## src/rtl/hamming_pair_scheduler_if.sv

```systemverilog
`default_nettype none
// ============================================================================
// Module      : hamming_pair_scheduler_if
// Description : Board I/O bundle: push keys, slide switches and red LEDs.
// Revision    : 1.0 - initial release
// ============================================================================
interface hamming_pair_scheduler_if;
    logic [3:0]  key;
    logic [17:0] sw;
    logic [17:0] LEDR;

    modport master (output key, output sw, input LEDR);
    modport slave  (input key, input sw, output LEDR);
endinterface
`default_nettype wire

```

## src/rtl/hamming_pair_scheduler.sv

```systemverilog
`default_nettype none
// ============================================================================
// Module      : hamming_pair_scheduler
// Description : Two-lane Hamming(11,7) encode/inject/correct sequencer that
//               time-shares one registered syndrome unit.
// Revision    : 1.0 - initial release
// ============================================================================
module hamming_pair_scheduler #(
    parameter int SYNC_STAGES = 2
) (
    input  logic                     clk,
    input  logic                     rst_n,
    hamming_pair_scheduler_if.slave  bus
);

    typedef enum logic [2:0] {
        S_IDLE = 3'd0,
        S_LOAD = 3'd1,
        S_INJ  = 3'd2,
        S_CHK0 = 3'd3,
        S_FIX0 = 3'd4,
        S_CHK1 = 3'd5,
        S_FIX1 = 3'd6,
        S_DONE = 3'd7
    } state_t;

    // Bit index equals codeword position (1..11).
    function automatic logic [11:1] f_encode(input logic [6:0] d);
        logic [11:1] cw;
        cw     = '0;
        cw[3]  = d[0];
        cw[5]  = d[1];
        cw[6]  = d[2];
        cw[7]  = d[3];
        cw[9]  = d[4];
        cw[10] = d[5];
        cw[11] = d[6];
        cw[1]  = d[0] ^ d[1] ^ d[3] ^ d[4] ^ d[6];
        cw[2]  = d[0] ^ d[2] ^ d[3] ^ d[5] ^ d[6];
        cw[4]  = d[1] ^ d[2] ^ d[3];
        cw[8]  = d[4] ^ d[5] ^ d[6];
        return cw;
    endfunction

    function automatic logic [6:0] f_data(input logic [11:1] cw);
        return {cw[11], cw[10], cw[9], cw[7], cw[6], cw[5], cw[3]};
    endfunction

    function automatic logic [3:0] f_syndrome(input logic [11:1] cw);
        logic [11:1] w_ref;
        w_ref = f_encode(f_data(cw));
        return {w_ref[8] ^ cw[8], w_ref[4] ^ cw[4], w_ref[2] ^ cw[2], w_ref[1] ^ cw[1]};
    endfunction

    // Positions outside 1..11 yield an empty mask, so they flip nothing.
    function automatic logic [11:1] f_mask(input logic [3:0] pos);
        logic [11:1] m;
        for (int i = 1; i <= 11; i++) begin
            m[i] = (pos == 4'(i));
        end
        return m;
    endfunction

    logic [3:0] w_pulse;

    generate
        for (genvar k = 0; k < 4; k++) begin : g_key
            logic [SYNC_STAGES-1:0] r_sync;
            logic                   r_prev;

            always_ff @(posedge clk or negedge rst_n) begin
                if (!rst_n) begin
                    r_sync <= '1;
                    r_prev <= 1'b1;
                end else begin
                    r_sync <= {r_sync[SYNC_STAGES-2:0], bus.key[k]};
                    r_prev <= r_sync[SYNC_STAGES-1];
                end
            end

            assign w_pulse[k] = r_prev & ~r_sync[SYNC_STAGES-1];
        end
    endgenerate

    state_t      r_state;
    logic [11:1] r_cw0;
    logic [11:1] r_cw1;
    logic [3:0]  r_syn;
    logic [3:0]  r_pos;
    logic        r_lane;
    logic        r_f0;
    logic        r_f1;
    logic        r_fu;
    logic        w_busy;

    always_ff @(posedge clk or negedge rst_n) begin
        if (!rst_n) begin
            r_state <= S_IDLE;
            r_cw0   <= '0;
            r_cw1   <= '0;
            r_syn   <= '0;
            r_pos   <= '0;
            r_lane  <= 1'b0;
            r_f0    <= 1'b0;
            r_f1    <= 1'b0;
            r_fu    <= 1'b0;
        end else begin
            case (r_state)
                S_IDLE: begin
                    if (w_pulse[0]) begin
                        r_state <= S_LOAD;
                    end else if (w_pulse[3]) begin
                        r_f0    <= 1'b0;
                        r_f1    <= 1'b0;
                        r_fu    <= 1'b0;
                        r_state <= S_CHK0;
                    end else if (w_pulse[1] || w_pulse[2]) begin
                        r_lane  <= ~w_pulse[1];
                        r_pos   <= bus.sw[17:14];
                        r_state <= S_INJ;
                    end
                end
                S_LOAD: begin
                    r_cw0   <= f_encode(bus.sw[6:0]);
                    r_cw1   <= f_encode(bus.sw[13:7]);
                    r_f0    <= 1'b0;
                    r_f1    <= 1'b0;
                    r_fu    <= 1'b0;
                    r_state <= S_IDLE;
                end
                S_INJ: begin
                    if (r_lane) r_cw1 <= r_cw1 ^ f_mask(r_pos);
                    else        r_cw0 <= r_cw0 ^ f_mask(r_pos);
                    r_state <= S_IDLE;
                end
                S_CHK0: begin
                    r_syn   <= f_syndrome(r_cw0);
                    r_state <= S_FIX0;
                end
                S_FIX0: begin
                    if (r_syn >= 4'd12) begin
                        r_fu <= 1'b1;
                    end else if (r_syn != 4'd0) begin
                        r_cw0 <= r_cw0 ^ f_mask(r_syn);
                        r_f0  <= 1'b1;
                    end
                    r_state <= S_CHK1;
                end
                S_CHK1: begin
                    r_syn   <= f_syndrome(r_cw1);
                    r_state <= S_FIX1;
                end
                S_FIX1: begin
                    if (r_syn >= 4'd12) begin
                        r_fu <= 1'b1;
                    end else if (r_syn != 4'd0) begin
                        r_cw1 <= r_cw1 ^ f_mask(r_syn);
                        r_f1  <= 1'b1;
                    end
                    r_state <= S_DONE;
                end
                S_DONE:  r_state <= S_IDLE;
                default: r_state <= S_IDLE;
            endcase
        end
    end

    assign w_busy   = (r_state != S_IDLE);
    assign bus.LEDR = {r_fu, r_f1, r_f0, w_busy, f_data(r_cw1), f_data(r_cw0)};

endmodule
`default_nettype wire

```

## src/flat_wrapper.sv

```systemverilog
// flat-port wrapper written by rule: the top's interface ports become plain ports
module hamming_pair_scheduler_flat 
#(
    parameter int SYNC_STAGES = 2
)
  (clk, rst_n, bus_key, bus_sw, bus_LEDR);
  hamming_pair_scheduler_if bus_i ();
  input  logic clk;
  input  logic rst_n;
  input wire logic [$bits(bus_i.key)-1:0] bus_key;
  input wire logic [$bits(bus_i.sw)-1:0] bus_sw;
  output wire logic [$bits(bus_i.LEDR)-1:0] bus_LEDR;
  assign bus_i.key = bus_key;
  assign bus_i.sw = bus_sw;
  assign bus_LEDR = bus_i.LEDR;
  hamming_pair_scheduler #(.SYNC_STAGES(SYNC_STAGES)) u_core (.clk(clk), .rst_n(rst_n), .bus(bus_i));
endmodule
```

## config.mk

```make
export PLATFORM = sky130hd
export DESIGN_NAME = hamming_pair_scheduler_flat
export DESIGN_NICKNAME = d
export VERILOG_FILES = /design/src/rtl/hamming_pair_scheduler_if.sv /design/src/rtl/hamming_pair_scheduler.sv /design/src/flat_wrapper.sv
export SDC_FILE = /design/constraint.sdc
export NUM_CORES = 1
export LEC_CHECK = 0
export ABC_CLOCK_PERIOD_IN_PS = 2200
export CORE_AREA = 2 2 129 118
export DETAILED_ROUTE_END_ITERATION = 8
export DIE_AREA = 0 0 131 120
export GPL_ROUTABILITY_DRIVEN = 0
export PLACE_DENSITY = 0.51
export SLEW_MARGIN = 5
export SYNTH_ARGS = -nofsm -noshare
export SYNTH_HDL_FRONTEND = slang
export SYNTH_SLANG_ARGS = --single-unit
```

## constraint.sdc

```tcl
create_clock -name clk -period 2.2 [get_ports clk]
set_clock_uncertainty 0.2 [all_clocks]
set_input_delay 0.44 -clock clk [delete_from_list [all_inputs] [get_ports clk]]
set_output_delay 0.44 -clock clk [all_outputs]
set_load 0.05 [all_outputs]
```

After elaboration in Yosys (flattened, before gate mapping)
Cells that the tools add are included.
{ "totals": {"elab_cells": 167, "register_bits": 49, "output_inout_bits": 18, "inputBits": 24} }
{ "classes": {"n_reduce_logical": 18, "n_mux": 21, "n_bitwise": 71, "n_eq_ne": 39, "order_cmp": 1} }
{ "ops": {"columns": ["operator", "count"], "rows": [
  ["two-way mux 11 bit", 6],
  ["case mux 11 bit (3 select lines)", 2],
  ["XOR 1 bit", 56],
  ["XOR 11 bit", 4],
  ["equality test 4 x 3 -> 1 bit (second input constant)", 8],
  ["equality test 4 bit (second input constant)", 8],
  ["case mux 3 bit (6 select lines)", 1],
  ["nonzero test 3 bit", 6],
  ["equality test 4 x 2 -> 1 bit (second input constant)", 4],
  ["AND reduction 4 bit", 4],
  ["equality test 3 bit (second input constant)", 4],
  ["!= test 2 x 1 -> 1 bit (second input constant)", 5],
  ["AND reduction 5 bit", 2],
  ["two-way mux 3 bit", 3],
  ["case mux 1 bit (3 select lines)", 3],
  ["equality test 4 x 1 -> 1 bit (second input constant)", 2],
  ["!= test 2 bit (second input constant)", 4],
  ["case mux 4 bit (2 select lines)", 1],
  ["NOT 1 bit", 7],
  ["equality test 3 x 2 -> 1 bit (second input constant)", 2],
  ["two-way mux 1 bit", 5],
  ["bitwise AND 1 bit", 4],
  ["greater-or-equal comparator 4 bit (second input constant)", 1],
  ["!= test 4 x 1 -> 1 bit (second input constant)", 1],
  ["other kinds (7)", 7]
]} }

Depth between registers and ports, before layout
Gate-level depths: netlist (run 1).
{ "depth": {"depth_word": 7, "depth_mapped": 7} }

Worst setup path after synthesis (run 1)
Ideal clock, no wire load.
{ "synth_path": {"path_kind": "register to register", "start": "reg u_core.r_state[1]", "end": "reg u_core.r_cw0[4] (netlist name)", "period_less_slack_ns": 1.921, "arrival_ns": 1.586, "setup_ns": 0.135, "stages_incl_launch_ff": 8, "n_path_buf": 3, "path_slack_ns": 0.279, "path_cell_list": "dfrtp_1 > buf_6 > or3b_1 > buf_6 > nor3_4 > buf_4 > o22ai_1 > o2bb2ai_1"} }
{ "synth_between": {"elab_chain_len": 3} }
{ "synth_rtl": {"columns": ["item", "line_no", "source"], "rows": [
  ["start, declared", "hamming_pair_scheduler.sv:85", "state_t r_state;"],
  ["start signal, assigned", "hamming_pair_scheduler.sv:98", "r_state <= S_IDLE;"],
  ["start signal, assigned", "hamming_pair_scheduler.sv:111", "r_state <= S_LOAD;"],
  ["start signal, assigned", "hamming_pair_scheduler.sv:116", "r_state <= S_CHK0;"],
  ["equality test 3 x 2 -> 1 bit, or another cell as far along", "hamming_pair_scheduler.sv:108", "case (r_state)"],
  ["!= test 2 bit (no source line), or another cell as far along", null, null],
  ["AND reduction 4 bit (no source line)", null, null],
  ["end signal, assigned", "hamming_pair_scheduler.sv:124", "r_cw0 <= f_encode(bus.sw[6:0]);"],
  ["end signal, assigned", "hamming_pair_scheduler.sv:133", "else r_cw0 <= r_cw0 ^ f_mask(r_pos);"],
  ["end signal, assigned", "hamming_pair_scheduler.sv:144", "r_cw0 <= r_cw0 ^ f_mask(r_syn);"],
  ["end, declared", "hamming_pair_scheduler.sv:86", "logic [11:1] r_cw0;"]
]} }
Several ways; a longest one is shown, not always the timed one.
A chain may end at the register's enable or synchronous reset.

Worst setup path after layout (run 1)
{ "layout_path": {"start": "reg u_core.r_state[2]", "end": "out bus_LEDR[14]"} }
{ "layout_between": {"elab_chain_len": 1} }
{ "layout_rtl": {"columns": ["item", "line_no", "source"], "rows": [
  ["nonzero test 3 bit", "hamming_pair_scheduler.sv:168", "assign w_busy = (r_state != S_IDLE);"],
  ["end, declared", "flat_wrapper.sv:12", "output wire logic [$bits(bus_i.LEDR)-1:0] bus_LEDR;"]
]} }
Every way passes these cells.

==> metrics.md, run 1 <==
| Metric | Value |
|---|---|
| Post-layout min period | ~2100 ps |
| Setup violations, final | 0 |
| Worst r2r path cells | 5 |
| Total Routing Usage GR | 0.1252 |
| Top cell type's share of synthesized area | 0.2633 |
| Layout cell share with drive strength beyond 1 | 0.2167 |
| Hold Path Sink | u_core.g_key[0].r_sync[1] |
| Filler cells | 1500 |
| Async S/R FF share, synth | 1.000 |
| Tcrit/Tclk final | 0.9446 |
| Die Wd | 131 microns |
| Setup crit start kind | register |
| Vias in the first global route | ~2800 |
| WHS Path Cells | 0 |
| PortBufs | 41 |
| Synth unique cells | 40 |
| CTS tree | done |
| Setup TNS | 0 ps |
| Top post-synthesis cells by area | dfrtp_1 (26%), dfstp_2 (9.0%), xnor2_1 (8.5%) |
| Most frequent cells after synthesis | dfrtp_1 (37), xnor2_1 (34), o22ai_1 (24) |
| Max-slew violation total from the final report | 0 |
| Ant. Diodes | 0 |
| Maximum Capacitance Violations | 0 |
| Synth Cell Area | around 0.0035 sq mm |
| Clk sinks | 49 |
| Antenna viol nets, final | 0 |
| DR iter-0 viols | 160 |
| Final Hold Vio Count | 0 |
| Worst hold slack | 156.5 ps |
| CP max stage delay | 480 ps |
| Via count | 2809 |
| Pre-antenna DRT Iters | 5 |
| WL/cell | approximately 16 microns |
| Crit path capture type | primary output |
| Most numerous cell in the Yosys netlist | dfrtp_1 |
| I/O Pins | 42 |
| Die area | 0.01572 sq mm |
| First-pass GRT wire length | between 15000 and 20000 microns |
| Core Region | 0.01445 sq mm |
| Worst slew pin tran | slightly above 700 ps |
| NumNets Final | between 400 and 500 |
| Worst Hold Launch | u_core.g_key[0].r_sync[0] |
| #FFs+latches synth | 49 |
| Reg2reg end | u_core.r_cw0[1] |
| DRC | 0 |
| Slowest CP cell | dfrtp_2 |
| Post-synth EDFFs | 0 |
| Cells after Synth | around 350 |
| Reg2reg setup slack | approximately 120 ps |
| Relative slew slack | 0.5273 |
| Net Sw Power | about 3500 uW |
| Worst Path Max Fanout | 8 |
| Main synth FF type | dfrtp_1 |
| Comb pwr share | 0.641 |
| RSZ-0062 raised after global routing | false |
| Cell taking the most area after synthesis | dfrtp_1 |
| Yosys warnings | 0 |
| Leak | about 0.0018 uW |
| Sequential Power Share | 0.241 |
| Highest clock rate | ~0.48 GHz |
| Clock transition at path regs | about 70 ps |
| Largest net degree at the start of global routing | 50 |
| CP Cell Sequence | buf_4 > nor3_4 > inv_1 > buf_12 |
| CTS buffer count | 5 |
| Post-CTS Setup Inserts | 0 |
| Syn Nets | 372 |
| Reg2reg start | u_core.r_state[2] |
| Clock power share | 0.119 |
| CP arrival | approximately 1400 ps |
| Outcome | completed |
| Sequential area share after synthesis | 0.3530 |
| HP Class | register to register |
| Area Growth Syn to Fin | 22.78% |
| Peak VDD IR | approximately 0.64 mV |
| CTS Buffer Depth | 2 |
| Net Sw Frac | 0.4689 |
| Initial antenna violation count | 0 |
| Buf+Inv Stages, Crit Path | 3 |
| P_int | roughly 4000 uW |
| Total grt overflow | 0 |
| DPL Wire Length | 6900 microns |
| Initial core utilization | 0.2433 |
| Later-pin clock latency in the skew report | about 300 ps |
| CP delay by family, top | flip-flops |
| Root buf cell | clkbuf_16 |
| Power Density | about 1700 mW/mm^2 |
| H-tree Lvls | 2 |
| WS Path Type | register to primary output |
| CP required | approximately 1600 ps |
| Vias per inst | around 4.8 |
| Num rows | 42 |
| Die Span Y | between 100 and 150 microns |
| Post-synthesis area per instance | 10.10 sq um |
| Drt total wl | 9525 microns |
-- state kept, by name (all words and copies together) (netlist names), 3 cells and up --
name and flops:
u_core.r_pos 4, u_core.r_state 3, u_core.g_key.r_sync 8, u_core.r_syn 4
u_core.r_cw1 11, u_core.r_cw0 11, u_core.g_key.r_prev 4
-- cell type report --
class | instances | area [sq um] | area share
well taps | 198 | 247.7 | 0.05739
inverters | 10 | 37.54 | 0.008696
clock buffers | 6 | 150.1 | 0.03478
flip-flops and latches | 49 | 1242 | 0.2878
clock inverters | 2 | 17.52 | 0.004058
multi-input cells | 245 | 1986 | 0.4600
repair buffers | 71 | 635.6 | 0.1472
-- how the worst max path moves through the flow --
stage	end	slack, ps	cells after the start	start
after floorplan	u_core.r_cw0[4]	280	7	u_core.r_state[1]
after global placement	u_core.r_cw0[1]	80	5	bus_sw[3]
after detailed placement	u_core.r_cw0[2]	40	5	bus_sw[3]
after CTS	bus_LEDR[14]	50	4	u_core.r_state[2]
after global routing	bus_LEDR[14]	20	4	u_core.r_state[2]
final	bus_LEDR[14]	120	4	u_core.r_state[2]
-- cell families (layout without fill, tap and decap cells) --
group           after synthesis  count (layout)  synth area share
compound gates               90              90            0.1865
xor+xnor                     45              45            0.1356
buf+inv                      54              89           0.08968
flops                        49              49            0.3530
mux                          28              28           0.08470
simple gates                 82              82            0.1505
-- power groups by stage --
stage	clock, uW	combinational [uW]	sequential (uW)
2_1_floorplan	0	3860	1560
3_3_place_gp	0	4680	1790
3_5_place_dp	0	4720	1800
4_1_cts	919	4750	1790
5_1_grt	966	5200	1880
6_report	888	4800	1800
-- timing repair --
| item | 4_1_cts | 5_1_grt |
|---|---|---|
| endpoints found under the hold margin | 37 | 0 |
| cloned | 0 | 1 |
| hold buffers | 1 | 0 |
| resized for setup | 1 | 6 |
| endpoints found under the setup margin | 1 | 20 |
-- cell usage in the layout (no fill, tap or decap), drive strengths merged --
master,netlist,layout
a21oi,4,4
a22oi,22,22
a311oi,4,4
and2,1,1
buf,30,48
clkbuf,14,6
clkdlybuf4s50,0,22
dfrtp,37,37
dfstp,12,12
dlygate4sd3,0,1
inv,10,12
mux2,4,4
mux2i,24,24
nand2,7,7
nand2b,6,6
nand3,3,3
nand3b,1,1
nand4b,4,4
nand4bb,10,10
nor2,22,22
nor2b,2,2
nor3,13,13
nor4,1,1
nor4b,4,4
o211ai,1,1
o21ai,8,8
o22a,2,2
o22ai,24,24
o2bb2ai,22,22
o31ai,3,3
or2,2,2
or3b,2,2
or4b,4,4
xnor2,34,34
xnor3,6,6
xor2,5,5
-- through the flow --
| stage | total power [uW] | worst slack, ps | area [sq um] | cells | utilization |
|---|---|---|---|---|---|
| after floorplan | 5424 | 279.1 | 3516 | 348 | - |
| after global placement | 6465 | 82.27 | 4106 | 571 | 0.2842 |
| after detailed placement | 6521 | 38.04 | 4106 | 571 | 0.2842 |
| after CTS | 7466 | 50.59 | 4289 | 580 | 0.2968 |
| after global routing | 8038 | 17.25 | 4317 | 581 | 0.2987 |
| final | 7493 | 121.8 | 4317 | 581 | 0.2987 |
-- per-layer routing --
layer | vias to the layer above | track usage | share of wire
li1 | 1346 | - | -
met1 | 1378 | 0.1929 | 0.51
met2 | 80 | 0.1752 | 0.43
met3 | 5 | 0.02630 | 0.057
met4 | 0 | 0.03258 | 0.0071
met5 | - | 0 | 0
No activity file was read; power rests on OpenSTA's default activity.
==> run 2, diff against run 1 <==
Settings changed: CORE_AREA 2 2 129 118 to 2 2 82 76, CTS_CLUSTER_SIZE set to 10, DIE_AREA 0 0 131 120 to 0 0 84 78, DONT_BUFFER_PORTS set to 1, PLACE_DENSITY 0.51 to 0.88.
==> run 2 against run 1 <==
Against the previous run:
- non-clock buffer count fell by 32
- first-iteration DRC count rose by 10%
- critical path depth rose by 1
- clock power fell by 34%
- critical path type is now register to register
- largest cell class unchanged
- largest power group unchanged
- highest routed layer unchanged
==> metrics.md, run 2 (synthesis gave the netlist of run 1 again) <==
| Metric | Value |
|---|---|
| CP arrival | 2050 ps (was 1440 ps) |
| Die Span Y | 78 microns (was 120 microns) |
| Worst slew pin tran | 547.7 ps (was 706.4 ps) |
| Most frequent cells in the layout | dfrtp_1 (37), xnor2_1 (34), buf_4 (33) (was buf_4 (42), dfrtp_1 (36), xnor2_1 (33)) |
| Area Growth Syn to Fin | 6.904% (was 22.78%) |
| Reg2reg start | u_core.r_state[1] (was u_core.r_state[2]) |
| Ant. Diodes | 0 (unchanged) |
| Vias per inst | 6.641 (was 4.835) |
| Initial antenna violation count | 0 (unchanged) |
| Setup crit start kind | register (unchanged) |
| Most common cell after layout, fill and taps aside | dfrtp_1 (was buf_4) |
| Root buf cell | clkbuf_8 (was clkbuf_16) |
| Worst Hold Launch | bus_sw[17] (was u_core.g_key[0].r_sync[0]) |
| WL/cell | 19.78 microns (was 16.39 microns) |
| DRC | 0 (unchanged) |
| Worst hold slack | 68.71 ps (was 156.5 ps) |
| Setup violations, final | 0 (unchanged) |
| Power Density | 1826 mW/mm^2 (was 1736 mW/mm^2) |
| First-pass GRT wire length | 13800 microns (was 15170 microns) |
| CP required | 2200 ps (was 1560 ps) |
| Crit path capture type | register (was primary output) |
| Peak VDD IR | 1.105 mV (was 0.6352 mV) |
| Die Wd | 84 microns (was 131 microns) |
| Initial core utilization | 0.6247 (was 0.2433) |
| Total grt overflow | 0 (unchanged) |
| Die area | 0.006552 sq mm (was 0.01572 sq mm) |
| Num rows | 26 (was 42) |
| Leak | 0.001596 uW (was 0.001784 uW) |
| HP Class | input pin to register (was register to register) |
| Max-slew violation total from the final report | 0 (unchanged) |
| Layout cell share with drive strength beyond 1 | 0.1966 (was 0.2167) |
| DR iter-0 viols | 176 (was 160) |
| H-tree Lvls | 2 (unchanged) |
| Core Region | 0.005628 sq mm (was 0.01445 sq mm) |
| Vias in the first global route | 2758 (was 2754) |
| Drt total wl | 8328 microns (was 9525 microns) |
| RSZ-0062 raised after global routing | false (unchanged) |
| Clk sinks | 49 (unchanged) |
| Top flop regs | u_core.r_cw0 x11, u_core.r_cw1 x11, u_core.g_key.r_sync x8 (unchanged) |
| Antenna viol nets, final | 0 (unchanged) |
| PortBufs | 0 (was 41) |
| WS Path Type | register to register (was register to primary output) |
| Pre-antenna DRT Iters | 5 (unchanged) |
| Post-layout min period | 2048 ps (was 2078 ps) |
| Filler cells | 453 (was 1500) |
| Via count | 2796 (was 2809) |
| Design Power | 6864 uW (was 7493 uW) |
| Largest net degree at the start of global routing | 50 (unchanged) |
| Final Hold Vio Count | 0 (unchanged) |
| NumNets Final | 374 (was 406) |
| CTS tree | done (unchanged) |
| Maximum Capacitance Violations | 0 (unchanged) |
| Worst Path Max Fanout | 8 (unchanged) |
| Highest clock rate | 0.4883 GHz (was 0.4812 GHz) |
| Outcome | completed (unchanged) |
| Setup TNS | 0 ps (unchanged) |
| Later-pin clock latency in the skew report | 320 ps (was 300 ps) |
| CTS Buffer Depth | 2 (unchanged) |
| Relative slew slack | 0.6341 (was 0.5273) |
| Clock transition at path regs | 100 ps (was 70 ps) |
| DPL Wire Length | 5936 microns (was 6900 microns) |
| Critical path startpoint | u_core.r_state[1] (was u_core.r_state[2]) |
| Total Routing Usage GR | 0.2660 (was 0.1252) |
| I/O Pins | 42 (unchanged) |
| Tcrit/Tclk final | 0.9309 (was 0.9446) |
| CTS buffer count | 5 (unchanged) |
-- run 2: cell types whose count changed in the layout (fill, tap and decap cells not counted), moves of 2 or more --
| cell | previous run | this run |
|---|---|---|
| buf_4 | 42 | 33 |
| buf_2 | 2 | 0 |
| clkdlybuf4s50_1 | 22 | 0 |
| dlygate4sd3_1 | 1 | 5 |
| clkbuf_16 | 6 | 0 |
| buf_12 | 4 | 0 |
| clkbuf_8 | 0 | 5 |
-- run 2: power by group --
| group | switching, uW | total, uW | internal (uW) | leakage [uW] |
|---|---|---|---|---|
| logic | 2490 | 4480 | 1990 | 0.000973 |
| registers | 536 | 1800 | 1260 | 0.000574 |
| clock network | 350 | 587 | 237 | 0.0000495 |
| total | 3370 | 6860 | 3490 | 0.00160 |
-- run 2: critical path: stages, from the launching register on --
cell	delay (ps)
dfrtp_1	400
or3b_1	450
nor3_4	420
buf_4	220
o22ai_1	90
o2bb2ai_1	140
-- run 2: routing by layer --
layer / share of wire / vias up / global-route usage
met5: 0 / - / 0
met4: 0.020 / 0 / 0.09194
met3: 0.066 / 12 / 0.04894
met2: 0.48 / 125 / 0.4296
met1: 0.44 / 1377 / 0.3617
li1: - / 1282 / -
-- run 2: worst paths after layout --
check	endpoint	slack, ps	cells after the start
max	u_core.r_cw0[7]	150	5
min	u_core.r_pos[3]	70	1
max reg2reg	u_core.r_cw0[7]	150	5
min reg2reg	u_core.g_key[2].r_sync[1]	160	0
max in group asynchronous	u_core.g_key[2].r_prev	1070	2
min in group asynchronous	u_core.r_f1	430	2
-- run 2: through the flow --
step | util | cell area (sq um) | setup slack [ps] | instances
after global placement | 0.6349 | 3573 | 169.9 | 407
final | 0.6679 | 3759 | 152.0 | 421
after detailed placement | 0.6349 | 3573 | 127.9 | 407
after CTS | 0.6656 | 3746 | 3.271 | 421
after floorplan | - | 3516 | 279.1 | 348
after global routing | 0.6679 | 3759 | 45.24 | 421
-- run 2: cell type report --
| cell class | instances | area, sq um | share of cell area |
|---|---|---|---|
| multi-input cells | 245 | 1972 | 0.5246 |
| flip-flops and latches | 49 | 1241 | 0.3302 |
| repair buffers | 39 | 325.3 | 0.08655 |
| well taps | 70 | 87.58 | 0.02330 |
| clock buffers | 5 | 68.82 | 0.01831 |
| inverters | 10 | 37.54 | 0.009987 |
| clock inverters | 3 | 26.28 | 0.006991 |
-- run 2: repair_timing --
action / CTS / global route
gates resized for setup: 0 / 5
endpoints found under the hold margin: 53 / 0
buffers inserted: 0 / 0
setup endpoints to repair: 0 / 19
hold buffers: 6 / 0
